### src/rtl/dac_player.sv
// Sample-playback controller for the R-2R ladder DAC: stream-in FIFO, sample-period divider, underrun flag.
// Optional DAC_UNDERRUN_MIDSCALE_EN: an underrun tick drives the ladder to midscale instead of holding.
module dac_player #(
    parameter int RESOLUTION = 16,
    parameter int FIFO_DEPTH = 8,
    parameter int DIV_WIDTH  = 16
) (
    input  logic                          clk_i,
    input  logic                          rst_i,
    input  logic                          en_i,
    input  logic [DIV_WIDTH-1:0]          div_i,
    input  logic [RESOLUTION-1:0]         data_i,
    input  logic                          valid_i,
    output logic                          ready_o,
    input  logic                          clr_underrun_i,
    output logic [RESOLUTION-1:0]         dac_o,
    output logic                          update_o,
    output logic                          underrun_o,
    output logic [$clog2(FIFO_DEPTH):0]   level_o
);
    localparam int AW = $clog2(FIFO_DEPTH);
    localparam int LW = AW + 1;
`ifdef DAC_UNDERRUN_MIDSCALE_EN
    localparam logic [RESOLUTION-1:0] MIDSCALE = {1'b1, {(RESOLUTION-1){1'b0}}};
`endif

    logic [RESOLUTION-1:0] mem_q [FIFO_DEPTH];
    logic [RESOLUTION-1:0] mem_d [FIFO_DEPTH];
    logic [AW-1:0]         wr_ptr_q, wr_ptr_d, rd_ptr_q, rd_ptr_d;
    logic [LW-1:0]         level_q, level_d;
    logic [DIV_WIDTH-1:0]  cnt_q, cnt_d;
    logic [RESOLUTION-1:0] dac_q, dac_d;
    logic                  update_q, update_d;
    logic                  underrun_q, underrun_d;
    logic                  tick, push, pop, empty_tick;

    assign ready_o    = (level_q < LW'(FIFO_DEPTH));
    assign level_o    = level_q;
    assign dac_o      = dac_q;
    assign update_o   = update_q;
    assign underrun_o = underrun_q;

    always_comb begin
        // >= rather than == so shrinking div_i below cnt ticks at once instead of wrapping
        tick       = en_i && (cnt_q >= div_i);
        push       = valid_i && ready_o;
        pop        = tick && (level_q != '0);
        empty_tick = tick && (level_q == '0);

        cnt_d = '0;
        if (en_i && !tick) begin
            cnt_d = cnt_q + 1'b1;
        end

        mem_d    = mem_q;
        wr_ptr_d = wr_ptr_q;
        if (push) begin
            mem_d[wr_ptr_q] = data_i;
            wr_ptr_d        = wr_ptr_q + 1'b1;
        end

        rd_ptr_d = pop ? rd_ptr_q + 1'b1 : rd_ptr_q;

        level_d = level_q;
        case ({push, pop})
            2'b10:   level_d = level_q + 1'b1;
            2'b01:   level_d = level_q - 1'b1;
            default: level_d = level_q;
        endcase

        dac_d    = dac_q;
        update_d = 1'b0;
        if (pop) begin
            dac_d    = mem_q[rd_ptr_q];
            update_d = 1'b1;
        end
`ifdef DAC_UNDERRUN_MIDSCALE_EN
        else if (empty_tick) begin
            dac_d    = MIDSCALE;
            update_d = 1'b1;
        end
`endif

        // a fresh underrun outranks a clear in the same cycle
        if (empty_tick) begin
            underrun_d = 1'b1;
        end else if (clr_underrun_i) begin
            underrun_d = 1'b0;
        end else begin
            underrun_d = underrun_q;
        end
    end

    always_ff @(posedge clk_i or posedge rst_i) begin
        if (rst_i) begin
            mem_q      <= '{default: '0};
            wr_ptr_q   <= '0;
            rd_ptr_q   <= '0;
            level_q    <= '0;
            cnt_q      <= '0;
            dac_q      <= '0;
            update_q   <= 1'b0;
            underrun_q <= 1'b0;
        end else begin
            mem_q      <= mem_d;
            wr_ptr_q   <= wr_ptr_d;
            rd_ptr_q   <= rd_ptr_d;
            level_q    <= level_d;
            cnt_q      <= cnt_d;
            dac_q      <= dac_d;
            update_q   <= update_d;
            underrun_q <= underrun_d;
        end
    end
endmodule

### config.mk
export PLATFORM = sky130hd
export DESIGN_NAME = dac_player
export DESIGN_NICKNAME = d
export VERILOG_FILES = /design/src/rtl/dac_player.sv
export SDC_FILE = /design/constraint.sdc
export NUM_CORES = 1
export LEC_CHECK = 0
export ABC_AREA = 1
export BUFFER_PORTS_ARGS = -buffer_cell sky130_fd_sc_hd__buf_4
export CAP_MARGIN = 15
export CORE_UTILIZATION = 60
export CTS_CLUSTER_DIAMETER = 80
export DETAILED_ROUTE_END_ITERATION = 10
export PLACE_DENSITY = 0.79
export REMOVE_ABC_BUFFERS = 1
export SKIP_CTS_REPAIR_TIMING = 1
export SLEW_MARGIN = 20
export SYNTH_ARGS = -nofsm -noshare
export SYNTH_HDL_FRONTEND = slang
export SYNTH_SLANG_ARGS = --single-unit
export TNS_END_PERCENT = 20
### constraint.sdc
create_clock -name clk_i -period 6 [get_ports clk_i]
set_input_delay 0.6 -clock clk_i [delete_from_list [all_inputs] [get_ports clk_i]]
set_output_delay 0.6 -clock clk_i [all_outputs]
set_load 0.01 [all_outputs]
Word-level counts from Yosys, hierarchy flattened --
Cells that the tools add are included.
Storage, ports and cells: bits in registers 172, input port bits 37, output and inout port bits 23, word-level logic and storage cells 51
Operators by class: $add $sub $neg 5, $lt $le $gt $ge 5, equal/unequal tests 2, muxes and demuxes 11, bitwise gates (word level) 2, reductions and logical operators 11
Operators with widths (number):
- $bwmux W128 | 1
- $mux W16 | 4
- $bmux W16 S3 | 1
- $demux W16 S3 | 1
- $add A16 B1 Y16 const B | 1
- $ge A16 B16 Y1 | 1
- $ge A4 B4 Y1 const B | 2
- $not A3 Y4 | 2
- $pmux W4 S2 | 1
- $add A3 B1 Y3 const B | 2
- $logic_and A1 B1 Y1 | 6
- $add A4 B1 Y4 const B | 1
- $logic_not A4 Y1 | 1
- $lt A4 B1 Y1 const B | 1
- $lt A4 B4 Y1 const B | 1
- $reduce_bool A2 Y1 | 2
- $reduce_bool A4 Y1 | 1
- $sub A4 B1 Y4 const B | 1
- $mux W1 | 3
- $eq A2 B1 Y1 const B | 1
- $eq A2 B2 Y1 const B | 1
- $logic_not A1 Y1 | 1

Logic depth before layout (Yosys ltp) --
Gate-level depths: netlist of the first run.
depth after elaboration 6, gate-level depth with buffers 23, gate-level depth less buffers 22

Least setup slack after synthesis of the first run --
No wires, ideal clock.
path kind input port to flip-flop, from input port div_i[11], to register level_q[3] (netlist: level_o[3]), library setup time 0.124 ns, arrival time 2.703 ns, data required time 5.876 ns, slack 3.173 ns, cell stages on the path 18, buffers on the path 1, cell sequence inv_1 > ha_1 > a21oi_1 > o21ai_0 > a21oi_2 > nand2_2 > nand3_2 > buf_2 > inv_1 > ha_1 > ha_1 > nand2_1 > nand2_1 > a21oi_1 > nor2_1 > nor2_1 > nand2_1 > xor2_1
On the way: word-level cells in the longest chain between the ends 5, elaborated cells between the ends (all ways) 7, those cells by class order compare: 1; eq/ne: 2; mux: 1; reduce/logical: 3
Ends and longest elaborated chain:
- start: declaration | line 11 | input logic [DIV_WIDTH-1:0] div_i,
- $ge A16 B16 Y1 (*) | line 45 | tick = en_i && (cnt_q >= div_i);
- $logic_and A1 B1 Y1 (*) | line 45
- $logic_and A1 B1 Y1 (*) | line 47 | pop = tick && (level_q != '0);
- named net pop | line 35 | logic tick, push, pop, empty_tick;
- $eq A2 B1 Y1 / $eq A2 B2 Y1 (equally long branches) | line 65 | case ({push, pop})
- $pmux W4 S2 / $reduce_bool A2 Y1 (equally long branches)
- end signal: assignment | line 108 | level_q <= level_d;
- end: declaration | line 30 | logic [LW-1:0] level_q, level_d;
Mark *: on every way through the listed nets, which the timed path passes. The rest lies on a longest branch. A chain may end at the register's enable or synchronous reset.

Worst setup path in the final report of the first run --
from register cnt_q[7], to register level_q[3] (netlist: level_o[3])
On the way: word-level cells in the longest chain between the ends 5, elaborated cells between the ends (all ways) 7, those cells by class order compare: 1; eq/ne: 2; mux: 1; reduce/logical: 3
Ends and longest elaborated chain:
- start: declaration | line 31 | logic [DIV_WIDTH-1:0] cnt_q, cnt_d;
- start signal: assignment | line 109 | cnt_q <= cnt_d;
- $ge A16 B16 Y1 (*) | line 45
- $logic_and A1 B1 Y1 (*) | line 45
- $logic_and A1 B1 Y1 (*) | line 47
- named net pop | line 35
- $eq A2 B1 Y1 / $eq A2 B2 Y1 (equally long branches) | line 65
- $pmux W4 S2 / $reduce_bool A2 Y1 (equally long branches)
Marks and branches as above.

==> results of run 1 <==
## cell families after synthesis
family | Yosys count
buffers and inverters | 154
flip-flops | 172
adder cells (fa/ha/maj) | 23
AO/OA/AOI/OAI | 175
AND/OR/NAND/NOR | 460
XOR/XNOR | 17
## critical path: cells and delay by family (launching register included)
kind	cells	cell delay (ns)
AND/OR/NAND/NOR	13	1.67
adder cells (fa/ha/maj)	3	0.78
XOR/XNOR	1	0.14
flip-flops	1	0.44
buffers and inverters	2	0.26
AO/OA/AOI/OAI	1	0.18
## cell type report
cell class / count / area, sq um
timing repair buffer: 69 / 518
clock inverter: 10 / 139
tap: 176 / 220
sequential: 172 / 4300
inverter: 97 / 374
clock buffer: 22 / 474
fill: 1076 / 4020
multi-input combinational: 675 / 3400
## where the power goes
| group | internal (W) | total [W] | switching (W) |
|---|---|---|---|
| sequential | 0.00142 | 0.00156 | 0.000145 |
| combinational | 0.000213 | 0.000564 | 0.000351 |
| clock | 0.000688 | 0.00114 | 0.000454 |
## final timing paths
kind	slack [ns]	cells past startpoint	to
worst min register to register	0.46	1	cnt_q[0]$_DFF_PP0_
worst min-delay path	0.32	2	level_o[1]$_DFFE_PP0P_
worst max register to register	2.43	20	level_o[3]$_DFFE_PP0P_
max in group asynchronous	4.48	3	mem_q[38]$_DFFE_PP0P_
min in group clk_i	0.36	2	underrun_o$_DFFE_PP0P_
worst max-delay path	2.43	20	level_o[3]$_DFFE_PP0P_
## cell usage in the layout (no fill, tap or decap)
cell type                    netlist  layout
sky130_fd_sc_hd__clkbuf_16         0      17
sky130_fd_sc_hd__clkbuf_8          0       3
sky130_fd_sc_hd__clkinv_4          0       3
sky130_fd_sc_hd__o211ai_1         32      32
sky130_fd_sc_hd__ha_1             22      22
sky130_fd_sc_hd__dfrtp_1         172     172
sky130_fd_sc_hd__bufinv_16         0       3
sky130_fd_sc_hd__nor3_2            3       3
sky130_fd_sc_hd__clkinvlp_4        0       1
sky130_fd_sc_hd__a21oi_1           7       7
sky130_fd_sc_hd__nand2_4           1       1
sky130_fd_sc_hd__buf_4             4      69
sky130_fd_sc_hd__inv_4             1       1
sky130_fd_sc_hd__fa_1              1       1
sky130_fd_sc_hd__nor2_4            2       2
sky130_fd_sc_hd__nand4_1          23      23
sky130_fd_sc_hd__a21oi_2           1       1
sky130_fd_sc_hd__clkbuf_1         12       2
sky130_fd_sc_hd__o21ai_1           5       5
sky130_fd_sc_hd__nor3_4            2       2
sky130_fd_sc_hd__nand3_2           2       2
sky130_fd_sc_hd__clkinv_2          0       3
sky130_fd_sc_hd__nand2_2           3       4
sky130_fd_sc_hd__nor4_2            1       1
sky130_fd_sc_hd__nor2_2            4       4
sky130_fd_sc_hd__xnor2_1           6       6
sky130_fd_sc_hd__inv_2             6       6
sky130_fd_sc_hd__inv_8             0       1
sky130_fd_sc_hd__nand3_1          73      73
sky130_fd_sc_hd__nor3_1            3       3
sky130_fd_sc_hd__nor2_1           23      23
sky130_fd_sc_hd__o21bai_1          1       1
sky130_fd_sc_hd__nor4_1            1       1
sky130_fd_sc_hd__nand2_1         318     317
sky130_fd_sc_hd__inv_1            90      89
sky130_fd_sc_hd__o21ai_0         129     129
sky130_fd_sc_hd__xor2_1           11      11
sky130_fd_sc_hd__nand3b_1          1       1
## routing by layer
metal | up-vias | part of all wire
li1 | 3322 | -
met1 | 3274 | 0.44
met2 | 214 | 0.48
met3 | 33 | 0.067
met4 | 0 | 0.013
met5 | - | 0
## per-stage QoR
stage	hold WS, ns	area (sq um)
2_1_floorplan	0.432	8070
3_3_place_gp	0.450	8810
3_5_place_dp	0.455	8810
4_1_cts	0.348	9420
5_1_grt	0.367	9430
6_report	0.320	9430
## registers in the layout (all words and copies together), names as in the netlist
name,cells
update_o,1
wr_ptr_q,3
underrun_o,1
mem_q,128
cnt_q,16
dac_o,16
level_o,4
rd_ptr_q,3
==> metrics.txt, run 1 <==
# TYPE chip_impl_metric gauge
chip_impl_metric{name="detail_route.drc_violations",unit=""} 0
chip_impl_metric{name="setup_viol",unit=""} 0
chip_impl_metric{name="routabilityCongestion",unit=""} 0.771
chip_impl_metric{name="floorplan.initialDensity",unit=""} 0.624
chip_impl_info{name="synthDominantAreaCellType",value="sky130_fd_sc_hd__dfrtp_1"} 1
chip_impl_metric{name="max-cap-violations",unit=""} 0
chip_impl_metric{name="layout-drive-gt1-share",unit=""} 0.122
chip_impl_info{name="reg_to_reg_start",value="cnt_q[7]$_DFF_PP0_"} 1
chip_impl_info{name="clock_tree_from_tritoncts",value="yes"} 1
chip_impl_metric{name="sequential_fraction_of_the_synthesis_area",unit=""} 0.513
chip_impl_metric{name="crit_path_max_fanout",unit=""} 21
chip_impl_info{name="path_cells",value="ha_1 -> nand2_1 -> inv_1 -> nand2_1 -> nor2_1 -> nor2_1 -> nand2_1 -> nand2_1 -> nand2_2 -> nand3_2 -> inv_1 -> ha_1 -> ha_1 -> nand2_1 -> nand2_1 -> a21oi_1 -> nor2_1 -> nor2_1 -> nand2_1 -> xor2_1"} 1
chip_impl_metric{name="final.period_utilization",unit=""} 0.595
chip_impl_metric{name="numCtsBuffers",unit=""} 17
chip_impl_info{name="synth_top_flop_cell",value="sky130_fd_sc_hd__dfrtp_1"} 1
chip_impl_metric{name="design.final.nets",unit=""} 1092
chip_impl_metric{name="grt_max_degree",unit=""} 118
chip_impl_metric{name="worst_slew_pin_slew",unit="ns"} 1.06
chip_impl_metric{name="critical_path.max_stage_delay",unit="ns"} 0.53
chip_impl_metric{name="dr.pass1.iters",unit=""} 6
chip_impl_info{name="worstSetupPathType",value="flop to flop"} 1
chip_impl_metric{name="fin_setup_tns",unit="ns"} 0
chip_impl_metric{name="slew_violations",unit=""} 0
chip_impl_metric{name="place_ws",unit="ns"} 2.16
chip_impl_metric{name="maxSlewHeadroom",unit=""} 0.293
chip_impl_metric{name="placeableCoreArea",unit="sq mm"} 0.0135
chip_impl_info{name="cpMostUsedCell",value="sky130_fd_sc_hd__nand2_1"} 1
chip_impl_metric{name="synthesis.area_per_instance",unit="sq um"} 8.39
chip_impl_info{name="crit_start",value="cnt_q[7]$_DFF_PP0_"} 1
chip_impl_metric{name="hold_viol_final",unit=""} 0
chip_impl_metric{name="finalNonFillerCells",unit=""} 1221
chip_impl_metric{name="synth_area",unit="sq mm"} 0.00840
chip_impl_info{name="clockRootBuffer",value="sky130_fd_sc_hd__clkbuf_16"} 1
chip_impl_metric{name="timing.final.ws_setup",unit="ns"} 2.43
chip_impl_metric{name="post-place-cells",unit=""} 1189
chip_impl_metric{name="detailroute.via_count",unit=""} 6843
chip_impl_info{name="crit_path_end_kind",value="flop"} 1
chip_impl_metric{name="num_io_pins",unit=""} 60
chip_impl_metric{name="muxShareOfSynthArea",unit=""} 0
chip_impl_metric{name="global_route.overflow_total",unit=""} 0
chip_impl_metric{name="number_of_distinct_library_cells_after_synthesis",unit=""} 33
chip_impl_metric{name="netlist.area_leader.share",unit=""} 0.513
chip_impl_metric{name="fin_crit",unit="ns"} 3.57
chip_impl_metric{name="grtUsageMet2",unit=""} 0.467
chip_impl_metric{name="static-leakage-power",unit="nW"} 4.66
chip_impl_metric{name="antenna_violating_nets_post_route",unit=""} 0
chip_impl_metric{name="antenna_cells_inserted",unit=""} 0
chip_impl_metric{name="die-width",unit="microns"} 120
chip_impl_metric{name="die_height",unit="microns"} 120
chip_impl_metric{name="synth.yosys.warnings",unit=""} 0
chip_impl_metric{name="synth_cells",unit=""} 1001
chip_impl_info{name="hp-class",value="input pin to asynchronous set/reset pin"} 1
chip_impl_info{name="grt_setup_unrepaired",value="false"} 1
chip_impl_metric{name="htree_levels",unit=""} 4
chip_impl_metric{name="postSynth.asyncResetShare",unit=""} 1.00
chip_impl_metric{name="numClockSinks",unit=""} 172
chip_impl_metric{name="critical_path_arrival",unit="ns"} 3.89
chip_impl_info{name="run_status",value="finished clean"} 1
chip_impl_info{name="largest_family_of_logic_cells_by_synthesized_area",value="simple AND/OR/NAND/NOR gates"} 1
chip_impl_metric{name="ir_drop",unit="mV"} 0.268
chip_impl_metric{name="cp_data_required_time",unit="ns"} 6.32
chip_impl_metric{name="met3_usage_in_global_routing",unit=""} 0.0514
chip_impl_metric{name="first_iter_violations",unit=""} 717
chip_impl_info{name="post-synth-top-count-cell",value="sky130_fd_sc_hd__nand2_1"} 1
chip_impl_metric{name="synth_xor_xnor_area_share",unit=""} 0.0177
chip_impl_info{name="gr-max-usage-layer",value="met2"} 1
chip_impl_metric{name="cts.reportedPaths.clkPinSlew",unit="ns"} 0.06
chip_impl_metric{name="clock_tree.buffer_depth",unit=""} 2
chip_impl_metric{name="wl_per_cell",unit="microns"} 15.9
chip_impl_metric{name="fin_skew",unit="ns"} 0.00630
chip_impl_info{name="synth_top_cells_by_count",value="sky130_fd_sc_hd__nand2_1, sky130_fd_sc_hd__dfrtp_1, sky130_fd_sc_hd__o21ai_0, sky130_fd_sc_hd__inv_1, sky130_fd_sc_hd__nand3_1"} 1
chip_impl_metric{name="buffer_ports.inserted",unit=""} 59
chip_impl_metric{name="vias_in_the_first_global_route",unit=""} 6528
chip_impl_metric{name="maxClockFrequency",unit="MHz"} 280
chip_impl_metric{name="postRouteWirelength",unit="mm"} 19.5
chip_impl_info{name="setup.worst_path.start_class",value="flop"} 1
chip_impl_metric{name="die_area",unit="sq mm"} 0.0145
chip_impl_info{name="biggest_area_contributors_in_the_synthesized_netlist",value="sky130_fd_sc_hd__dfrtp_1, sky130_fd_sc_hd__nand2_1, sky130_fd_sc_hd__o21ai_0"} 1
chip_impl_metric{name="yosys.area_share.simple",unit=""} 0.237
chip_impl_metric{name="synth-edff-count",unit=""} 0
chip_impl_metric{name="synth-compound-area-share",unit=""} 0.115
chip_impl_metric{name="post_synth_fa_ha_maj_area_fraction",unit=""} 0.0352
chip_impl_metric{name="antenna_found_initial",unit=""} 0
chip_impl_metric{name="grt_pass1_wl",unit="mm"} 32.3
chip_impl_metric{name="final_core_density",unit=""} 0.701
chip_impl_metric{name="syn_to_final_growth",unit="%"} 12.3
chip_impl_metric{name="detailed_place_hpwl",unit="mm"} 11.1
chip_impl_metric{name="grt_util_all_layers",unit=""} 0.289
chip_impl_metric{name="grt_util_met1",unit=""} 0.403
chip_impl_info{name="critical_path.slowest_cell",value="sky130_fd_sc_hd__nand3_2"} 1
chip_impl_metric{name="power_per_cell_area",unit="mW/mm^2"} 347
chip_impl_metric{name="fp-row-count",unit=""} 42
chip_impl_metric{name="viasPerCell",unit=""} 5.60
chip_impl_metric{name="clock_insertion_delay_worst_skew",unit="ns"} 0.43
chip_impl_metric{name="yosys_register_bits",unit=""} 172
chip_impl_metric{name="pnr_total_power",unit="W"} 0.00327
Note: power is estimated with default switching activity, not from simulation.
==> inputs of run 2 (changes only) <==
==> constraint.sdc (replaced) <==
create_clock -name clk_i -period 3.3 [get_ports clk_i]
set_input_delay 0.33 -clock clk_i [delete_from_list [all_inputs] [get_ports clk_i]]
set_output_delay 0.33 -clock clk_i [all_outputs]
set_load 0.01 [all_outputs]
==> run 2 against run 1 <==
Compared with the run above:
- clock skew increased by 0.0033 ns
- critical path depth is the same
- final cell count is 0.57% higher
- first-iteration DRC count fell by 22%
- sequential share of layout area down 0.52 points
- die area unchanged
- critical path type unchanged
- critical endpoint unchanged
==> metrics.txt, run 2 (same netlist as run 1, synthesis figures left out) <==
# TYPE chip_impl_metric gauge
chip_impl_info{name="most_frequent_standard_cell_in_the_layout_excluding_fill_and_tap_cells",value="sky130_fd_sc_hd__nand2_1"} 1
chip_impl_info{name="worstSetupPathType",value="flop to flop"} 1
chip_impl_metric{name="placeableCoreArea",unit="sq mm"} 0.0135
chip_impl_info{name="run_status",value="finished clean"} 1
chip_impl_metric{name="fin_crit",unit="ns"} 2.70
chip_impl_metric{name="cp_data_required_time",unit="ns"} 3.61
chip_impl_metric{name="numClockSinks",unit=""} 172
chip_impl_metric{name="antenna_cells_inserted",unit=""} 0
chip_impl_metric{name="detail_route.drc_violations",unit=""} 0
chip_impl_metric{name="finalNonFillerCells",unit=""} 1228
chip_impl_metric{name="wl_per_cell",unit="microns"} 16.1
chip_impl_metric{name="cts.reportedPaths.clkPinSlew",unit="ns"} 0.06
chip_impl_metric{name="numCtsBuffers",unit=""} 17
chip_impl_metric{name="final.period_utilization",unit=""} 0.817
chip_impl_metric{name="first_iter_violations",unit=""} 560
chip_impl_metric{name="switching_fraction",unit=""} 0.280
chip_impl_metric{name="viasPerCell",unit=""} 5.67
chip_impl_metric{name="antenna_violating_nets_post_route",unit=""} 0
chip_impl_metric{name="pwr-share-clk",unit=""} 0.366
chip_impl_metric{name="ir_drop",unit="mV"} 0.458
chip_impl_metric{name="crit_path_max_fanout",unit=""} 4
chip_impl_metric{name="largest_register_ff_count",unit=""} 128
chip_impl_metric{name="power_per_cell_area",unit="mW/mm^2"} 639
chip_impl_metric{name="slew_violations",unit=""} 0
chip_impl_metric{name="pnr_total_power",unit="W"} 0.00610
chip_impl_metric{name="buffer_ports.inserted",unit=""} 59
chip_impl_metric{name="detailed_place_hpwl",unit="mm"} 11.5
chip_impl_metric{name="htree_levels",unit=""} 4
chip_impl_metric{name="num_io_pins",unit=""} 60
chip_impl_metric{name="final_core_density",unit=""} 0.709
chip_impl_metric{name="fp-row-count",unit=""} 42
chip_impl_info{name="setup.worst_path.start_class",value="flop"} 1
chip_impl_metric{name="die-width",unit="microns"} 120
chip_impl_metric{name="worst_slew_pin_slew",unit="ns"} 1.07
chip_impl_metric{name="routabilityCongestion",unit=""} 0.821
chip_impl_info{name="clock_tree_from_tritoncts",value="yes"} 1
chip_impl_metric{name="static-leakage-power",unit="nW"} 4.71
chip_impl_metric{name="power_report.internal_total",unit="W"} 0.00439
chip_impl_info{name="mostFrequentLayoutCells",value="sky130_fd_sc_hd__nand2_1, sky130_fd_sc_hd__dfrtp_1, sky130_fd_sc_hd__o21ai_0"} 1
chip_impl_metric{name="detailroute.via_count",unit=""} 6962
chip_impl_metric{name="dr.pass1.iters",unit=""} 7
chip_impl_metric{name="design.final.nets",unit=""} 1100
chip_impl_metric{name="max-cap-violations",unit=""} 0
chip_impl_metric{name="setup_viol",unit=""} 0
chip_impl_metric{name="vias_in_the_first_global_route",unit=""} 6728
chip_impl_metric{name="grt_max_degree",unit=""} 98
chip_impl_metric{name="maxClockFrequency",unit="MHz"} 371
chip_impl_metric{name="die_area",unit="sq mm"} 0.0145
chip_impl_metric{name="layout-drive-gt1-share",unit=""} 0.128
chip_impl_info{name="hp-class",value="input pin to asynchronous set/reset pin"} 1
chip_impl_metric{name="netSwitchingPower",unit="W"} 0.00171
chip_impl_metric{name="post-place-cells",unit=""} 1197
chip_impl_metric{name="die_height",unit="microns"} 120
chip_impl_metric{name="clock_insertion_delay_worst_skew",unit="ns"} 0.43
chip_impl_metric{name="critical_path_arrival",unit="ns"} 3.01
chip_impl_metric{name="floorplan.initialDensity",unit=""} 0.624
chip_impl_info{name="reg_with_most_ffs",value="mem_q"} 1
chip_impl_metric{name="grt_util_all_layers",unit=""} 0.296
chip_impl_metric{name="comb_power_share",unit=""} 0.169
chip_impl_metric{name="global_route.overflow_total",unit=""} 0
chip_impl_info{name="crit_path_end_kind",value="flop"} 1
chip_impl_info{name="clockRootBuffer",value="sky130_fd_sc_hd__clkbuf_16"} 1
chip_impl_metric{name="maxSlewHeadroom",unit=""} 0.285
chip_impl_metric{name="clock_tree.buffer_depth",unit=""} 2
chip_impl_metric{name="syn_to_final_growth",unit="%"} 13.6
chip_impl_metric{name="hold_viol_final",unit=""} 0
chip_impl_metric{name="postRouteWirelength",unit="mm"} 19.7
chip_impl_metric{name="r2r_cells",unit=""} 20
chip_impl_metric{name="grt_pass1_wl",unit="mm"} 33.2
chip_impl_metric{name="pwr-share-seq",unit=""} 0.465
chip_impl_info{name="grt_setup_unrepaired",value="false"} 1
chip_impl_metric{name="antenna_found_initial",unit=""} 0
chip_impl_metric{name="placedInstanceArea",unit="sq mm"} 0.00887
chip_impl_metric{name="layout.cell_area.non_filler",unit="sq mm"} 0.00954
chip_impl_metric{name="fin_setup_tns",unit="ns"} 0
chip_impl_metric{name="fin_skew",unit="ns"} 0.00957
## run 2: cell type report
cell class                 count  area, sq um
sequential                   172         4300
fill                        1074         3920
multi-input combinational    675         3400
timing repair buffer          77          578
clock buffer                  21          480
inverter                      97          372
tap                          176          220
clock inverter                10          186
## run 2: worst max-delay path, stage by stage (launching register included)
cell	delay, ns
sky130_fd_sc_hd__dfrtp_1	0.44
sky130_fd_sc_hd__ha_1	0.32
sky130_fd_sc_hd__nand2_1	0.07
sky130_fd_sc_hd__inv_1	0.03
sky130_fd_sc_hd__nand2_1	0.07
sky130_fd_sc_hd__nor2_1	0.05
sky130_fd_sc_hd__nor2_1	0.08
sky130_fd_sc_hd__nand2_1	0.08
sky130_fd_sc_hd__nand2_1	0.11
sky130_fd_sc_hd__nand2_2	0.09
sky130_fd_sc_hd__nand3_2	0.08
sky130_fd_sc_hd__inv_1	0.06
sky130_fd_sc_hd__ha_1	0.21
sky130_fd_sc_hd__ha_1	0.27
sky130_fd_sc_hd__nand2_1	0.07
sky130_fd_sc_hd__nand2_1	0.05
sky130_fd_sc_hd__a21oi_1	0.15
sky130_fd_sc_hd__nor2_1	0.06
sky130_fd_sc_hd__nor2_1	0.08
sky130_fd_sc_hd__nand2_1	0.06
sky130_fd_sc_hd__xor2_1	0.14
## run 2: final timing paths
path	from	end	slack, ns
max	cnt_q[5]$_DFF_PP0_	level_o[3]$_DFFE_PP0P_	0.60
min	rst_i	underrun_o$_DFFE_PP0P_	0.02
max reg2reg	cnt_q[5]$_DFF_PP0_	level_o[3]$_DFFE_PP0P_	0.60
min reg2reg	cnt_q[0]$_DFF_PP0_	cnt_q[0]$_DFF_PP0_	0.46
max in group asynchronous	rst_i	mem_q[86]$_DFFE_PP0P_	2.50
min in group clk_i	clr_underrun_i	underrun_o$_DFFE_PP0P_	0.09
## run 2: power by group through the flow
stage	registers [W]	logic (W)	clock network (W)
after floorplan	0.00284	0.000717	0
after global placement	0.00285	0.000967	0
after detailed placement	0.00286	0.00101	0
after CTS	0.00283	0.00103	0.00224
after global routing	0.00289	0.00119	0.00234
final	0.00284	0.00103	0.00223
## run 2: metal layers
metal  up-vias  share of wire  GRT usage
met4         0          0.028      0.130
met3        53          0.071     0.0505
met2       275           0.48      0.480
li1       3324              -          -
met5         -              0          0
met1      3310           0.42      0.392
## run 2: through the flow
stage	setup WS [ns]	hold WS [ns]
after floorplan	-1.69	0.432
after global placement	0.696	0.447
after detailed placement	0.610	0.454
after CTS	0.600	0.0447
after global routing	0.284	0.0781
final	0.604	0.0187
==> inputs of run 3 (changes only) <==
--- a/config.mk
+++ b/config.mk
@@ -8,10 +8,10 @@
 export ABC_AREA = 1
 export BUFFER_PORTS_ARGS = -buffer_cell sky130_fd_sc_hd__buf_4
 export CAP_MARGIN = 15
-export CORE_UTILIZATION = 60
+export CORE_UTILIZATION = 55
 export CTS_CLUSTER_DIAMETER = 80
 export DETAILED_ROUTE_END_ITERATION = 10
-export PLACE_DENSITY = 0.79
+export PLACE_DENSITY = 0.77
 export REMOVE_ABC_BUFFERS = 1
 export SKIP_CTS_REPAIR_TIMING = 1
 export SLEW_MARGIN = 20
==> constraint.sdc (replaced) <==
create_clock -name clk_i -period 2.4 [get_ports clk_i]
set_input_delay 0.24 -clock clk_i [delete_from_list [all_inputs] [get_ports clk_i]]
set_output_delay 0.24 -clock clk_i [all_outputs]
set_load 0.01 [all_outputs]
==> run 3 against run 2 <==
Compared with the run above:
- the run now ends with DRC, setup timing left
- global-route usage is 2.3 points lower
- register-to-register slack worse by 0.70 ns
- via count is 0.69% higher
- worst hold slack better by 0.0031 ns
- critical path type unchanged
- critical endpoint unchanged
- highest routed layer unchanged
==> metrics.txt, run 3 (same netlist as run 1, synthesis figures left out) <==
# TYPE chip_impl_metric gauge
chip_impl_metric{name="syn_to_final_growth",unit="%"} 17.3
chip_impl_metric{name="fin_crit",unit="ns"} 2.49
chip_impl_metric{name="design.final.nets",unit=""} 1133
chip_impl_info{name="run_status",value="finished, violations left"} 1
chip_impl_metric{name="maxClockFrequency",unit="MHz"} 401
chip_impl_info{name="critical_path.slowest_cell",value="sky130_fd_sc_hd__dfrtp_1"} 1
chip_impl_metric{name="floorplan.initialDensity",unit=""} 0.571
chip_impl_metric{name="vias_in_the_first_global_route",unit=""} 6786
chip_impl_metric{name="fin_setup_tns",unit="ns"} -0.0948
chip_impl_metric{name="cp_data_required_time",unit="ns"} 2.71
chip_impl_metric{name="detail_route.drc_violations",unit=""} 8
chip_impl_metric{name="met3WireLength",unit="mm"} 1.19
chip_impl_metric{name="critical_path_arrival",unit="ns"} 2.81
chip_impl_metric{name="final.period_utilization",unit=""} 1.04
chip_impl_metric{name="fp-row-count",unit=""} 44
chip_impl_metric{name="maxSlewHeadroom",unit=""} 0.466
chip_impl_metric{name="antenna_cells_inserted",unit=""} 0
chip_impl_info{name="hp-class",value="input pin to flop"} 1
chip_impl_info{name="clock_tree_from_tritoncts",value="yes"} 1
chip_impl_info{name="top_signal_layer_used",value="met4"} 1
chip_impl_metric{name="num_io_pins",unit=""} 60
chip_impl_info{name="reg_with_most_ffs",value="mem_q"} 1
chip_impl_metric{name="power_report.internal_total",unit="W"} 0.00599
chip_impl_metric{name="antenna_violating_nets_post_route",unit=""} 0
chip_impl_metric{name="static-leakage-power",unit="nW"} 4.88
chip_impl_metric{name="hold_viol_final",unit=""} 0
chip_impl_metric{name="critical_path_buf_inv_count",unit=""} 1
chip_impl_metric{name="fillers",unit=""} 1185
chip_impl_metric{name="placeableCoreArea",unit="sq mm"} 0.0147
chip_impl_metric{name="numCtsBuffers",unit=""} 17
chip_impl_metric{name="grt_util_all_layers",unit=""} 0.272
chip_impl_metric{name="dr.pass1.iters",unit=""} 8
chip_impl_metric{name="worst_slew_pin_slew",unit="ns"} 0.800
chip_impl_metric{name="clock_tree.buffer_depth",unit=""} 2
chip_impl_metric{name="die_height",unit="microns"} 126
chip_impl_metric{name="die_area",unit="sq mm"} 0.0158
chip_impl_metric{name="htree_levels",unit=""} 4
chip_impl_metric{name="slew_violations",unit=""} 0
chip_impl_info{name="cpMostUsedCell",value="sky130_fd_sc_hd__nand2_1"} 1
chip_impl_metric{name="netSwitchingPower",unit="W"} 0.00234
chip_impl_metric{name="wl_met2",unit="mm"} 9.68
chip_impl_metric{name="switching_fraction",unit=""} 0.281
chip_impl_metric{name="crit_path_max_fanout",unit=""} 3
chip_impl_info{name="mostFrequentLayoutCells",value="sky130_fd_sc_hd__nand2_1, sky130_fd_sc_hd__dfrtp_1, sky130_fd_sc_hd__o21ai_0"} 1
chip_impl_metric{name="wl_per_cell",unit="microns"} 15.9
chip_impl_info{name="path_cells",value="ha_1 -> a21oi_1 -> o21ai_0 -> a21oi_2 -> nand2_2 -> nand3_2 -> inv_2 -> ha_4 -> ha_4 -> nand2_1 -> nand2_1 -> a21oi_2 -> nor2_1 -> nor2_1 -> nand2_1 -> xor2_1"} 1
chip_impl_metric{name="power_per_cell_area",unit="mW/mm^2"} 846
chip_impl_metric{name="place_ws",unit="ns"} -0.210
chip_impl_metric{name="m1WireLength",unit="mm"} 8.81
chip_impl_metric{name="largest_register_ff_count",unit=""} 128
chip_impl_metric{name="timing.final.ws_setup",unit="ns"} -0.0948
chip_impl_metric{name="comb_power_share",unit=""} 0.182
chip_impl_info{name="grt_setup_unrepaired",value="true"} 1
chip_impl_metric{name="detailed_place_hpwl",unit="mm"} 12.1
chip_impl_metric{name="layout-drive-gt1-share",unit=""} 0.159
chip_impl_info{name="setup.worst_path.start_class",value="flop"} 1
chip_impl_metric{name="first_iter_violations",unit=""} 637
chip_impl_metric{name="critical_path.max_stage_delay",unit="ns"} 0.38
chip_impl_metric{name="grt_max_degree",unit=""} 65
chip_impl_metric{name="viasPerCell",unit=""} 5.52
chip_impl_info{name="worstSetupPathType",value="flop to flop"} 1
chip_impl_metric{name="numClockSinks",unit=""} 172
chip_impl_metric{name="routabilityCongestion",unit=""} 0.815
chip_impl_info{name="violations",value="DRC, setup timing"} 1
chip_impl_metric{name="max-cap-violations",unit=""} 0
chip_impl_metric{name="fin_skew",unit="ns"} 0.00669
chip_impl_metric{name="cts.reportedPaths.clkPinSlew",unit="ns"} 0.06
chip_impl_metric{name="global_route.overflow_total",unit=""} 0
chip_impl_metric{name="setup_viol",unit=""} 1
chip_impl_metric{name="buffer_ports.inserted",unit=""} 59
chip_impl_info{name="crit_path_end_kind",value="flop"} 1
chip_impl_metric{name="detailroute.via_count",unit=""} 7010
chip_impl_info{name="clockRootBuffer",value="sky130_fd_sc_hd__clkbuf_16"} 1
chip_impl_metric{name="clock_insertion_delay_worst_skew",unit="ns"} 0.43
chip_impl_info{name="most_frequent_standard_cell_in_the_layout_excluding_fill_and_tap_cells",value="sky130_fd_sc_hd__nand2_1"} 1
chip_impl_metric{name="pwr-share-seq",unit=""} 0.467
chip_impl_metric{name="antenna_found_initial",unit=""} 0
chip_impl_metric{name="ir_drop",unit="mV"} 1.02
chip_impl_metric{name="pwr-share-clk",unit=""} 0.351
chip_impl_metric{name="die-width",unit="microns"} 126
chip_impl_info{name="cp_top_family",value="adder cells"} 1
chip_impl_metric{name="postRouteWirelength",unit="mm"} 20.1
chip_impl_metric{name="grt_pass1_wl",unit="mm"} 33.2
## run 3: changes by cell type in the layout (fill, tap and decap cells not counted), sizes merged
cell	delta
clkinv	+1
clkinvlp	-3
buf	+32
dlygate4sd3	+1
clkbuf	+3
bufinv	-1
## run 3: path summary, 6_finish.rpt
kind / startpoint / endpoint / slack, ns / depth (start not counted)
min in group asynchronous: rst_i / cnt_q[2]$_DFF_PP0_ / 0.45 / 3
min reg2reg: dac_o[5]$_DFFE_PP0P_ / dac_o[5]$_DFFE_PP0P_ / 0.47 / 2
max in group asynchronous: rst_i / mem_q[12]$_DFFE_PP0P_ / 1.23 / 4
max: cnt_q[15]$_DFF_PP0_ / level_o[3]$_DFFE_PP0P_ / -0.09 / 16
max reg2reg: cnt_q[15]$_DFF_PP0_ / level_o[3]$_DFFE_PP0P_ / -0.09 / 16
min: clr_underrun_i / underrun_o$_DFFE_PP0P_ / 0.02 / 2
## run 3: area by class of cell
class,instances,area (sq um),area share
Tap cell,184,230,0.0234
Inverter,97,372,0.0377
Timing Repair Buffer,110,853,0.0866
Sequential cell,172,4300,0.437
Multi-Input combinational cell,675,3470,0.352
Clock inverter,7,135,0.0137
Clock buffer,24,492,0.0499
## run 3: worst reg2reg max path: stages, from the launching register on
cell and delay, ns:
sky130_fd_sc_hd__dfrtp_1 0.38, sky130_fd_sc_hd__ha_1 0.30, sky130_fd_sc_hd__a21oi_1 0.15, sky130_fd_sc_hd__o21ai_0 0.12, sky130_fd_sc_hd__a21oi_2 0.16, sky130_fd_sc_hd__nand2_2 0.09, sky130_fd_sc_hd__nand3_2 0.08, sky130_fd_sc_hd__inv_2 0.05
sky130_fd_sc_hd__ha_4 0.17, sky130_fd_sc_hd__ha_4 0.20, sky130_fd_sc_hd__nand2_1 0.05, sky130_fd_sc_hd__nand2_1 0.06, sky130_fd_sc_hd__a21oi_2 0.16, sky130_fd_sc_hd__nor2_1 0.07, sky130_fd_sc_hd__nor2_1 0.12, sky130_fd_sc_hd__nand2_1 0.07
sky130_fd_sc_hd__xor2_1 0.13
## run 3: per-stage QoR
stage | instance area [sq um] | std cells | hold slack [ns] | util | total power [W]
6_report | 9850 | 1269 | 0.0218 | 0.670 | 0.00833
5_1_grt | 9850 | 1269 | 0.00362 | 0.670 | 0.00878
2_1_floorplan | 8070 | 944 | 0.347 | - | 0.00488
3_3_place_gp | 9120 | 1233 | 0.365 | 0.620 | 0.00531
3_5_place_dp | 9120 | 1233 | 0.368 | 0.620 | 0.00541
4_1_cts | 9740 | 1264 | -0.0869 | 0.663 | 0.00834
## run 3: metal layers
layer  track usage  up-vias
li1              -     3390
met1         0.356     3332
met2         0.444      243
met3        0.0561       45
met4         0.112        0
met5             0        -
## run 3: power by group through the flow
stage          combinational, W  sequential, W  clock (W)
3_3_place_gp            0.00141        0.00390          0
5_1_grt                 0.00175        0.00397    0.00306
2_1_floorplan          0.000986        0.00390          0
6_report                0.00151        0.00389    0.00293
3_5_place_dp            0.00148        0.00393          0
4_1_cts                 0.00150        0.00389    0.00295
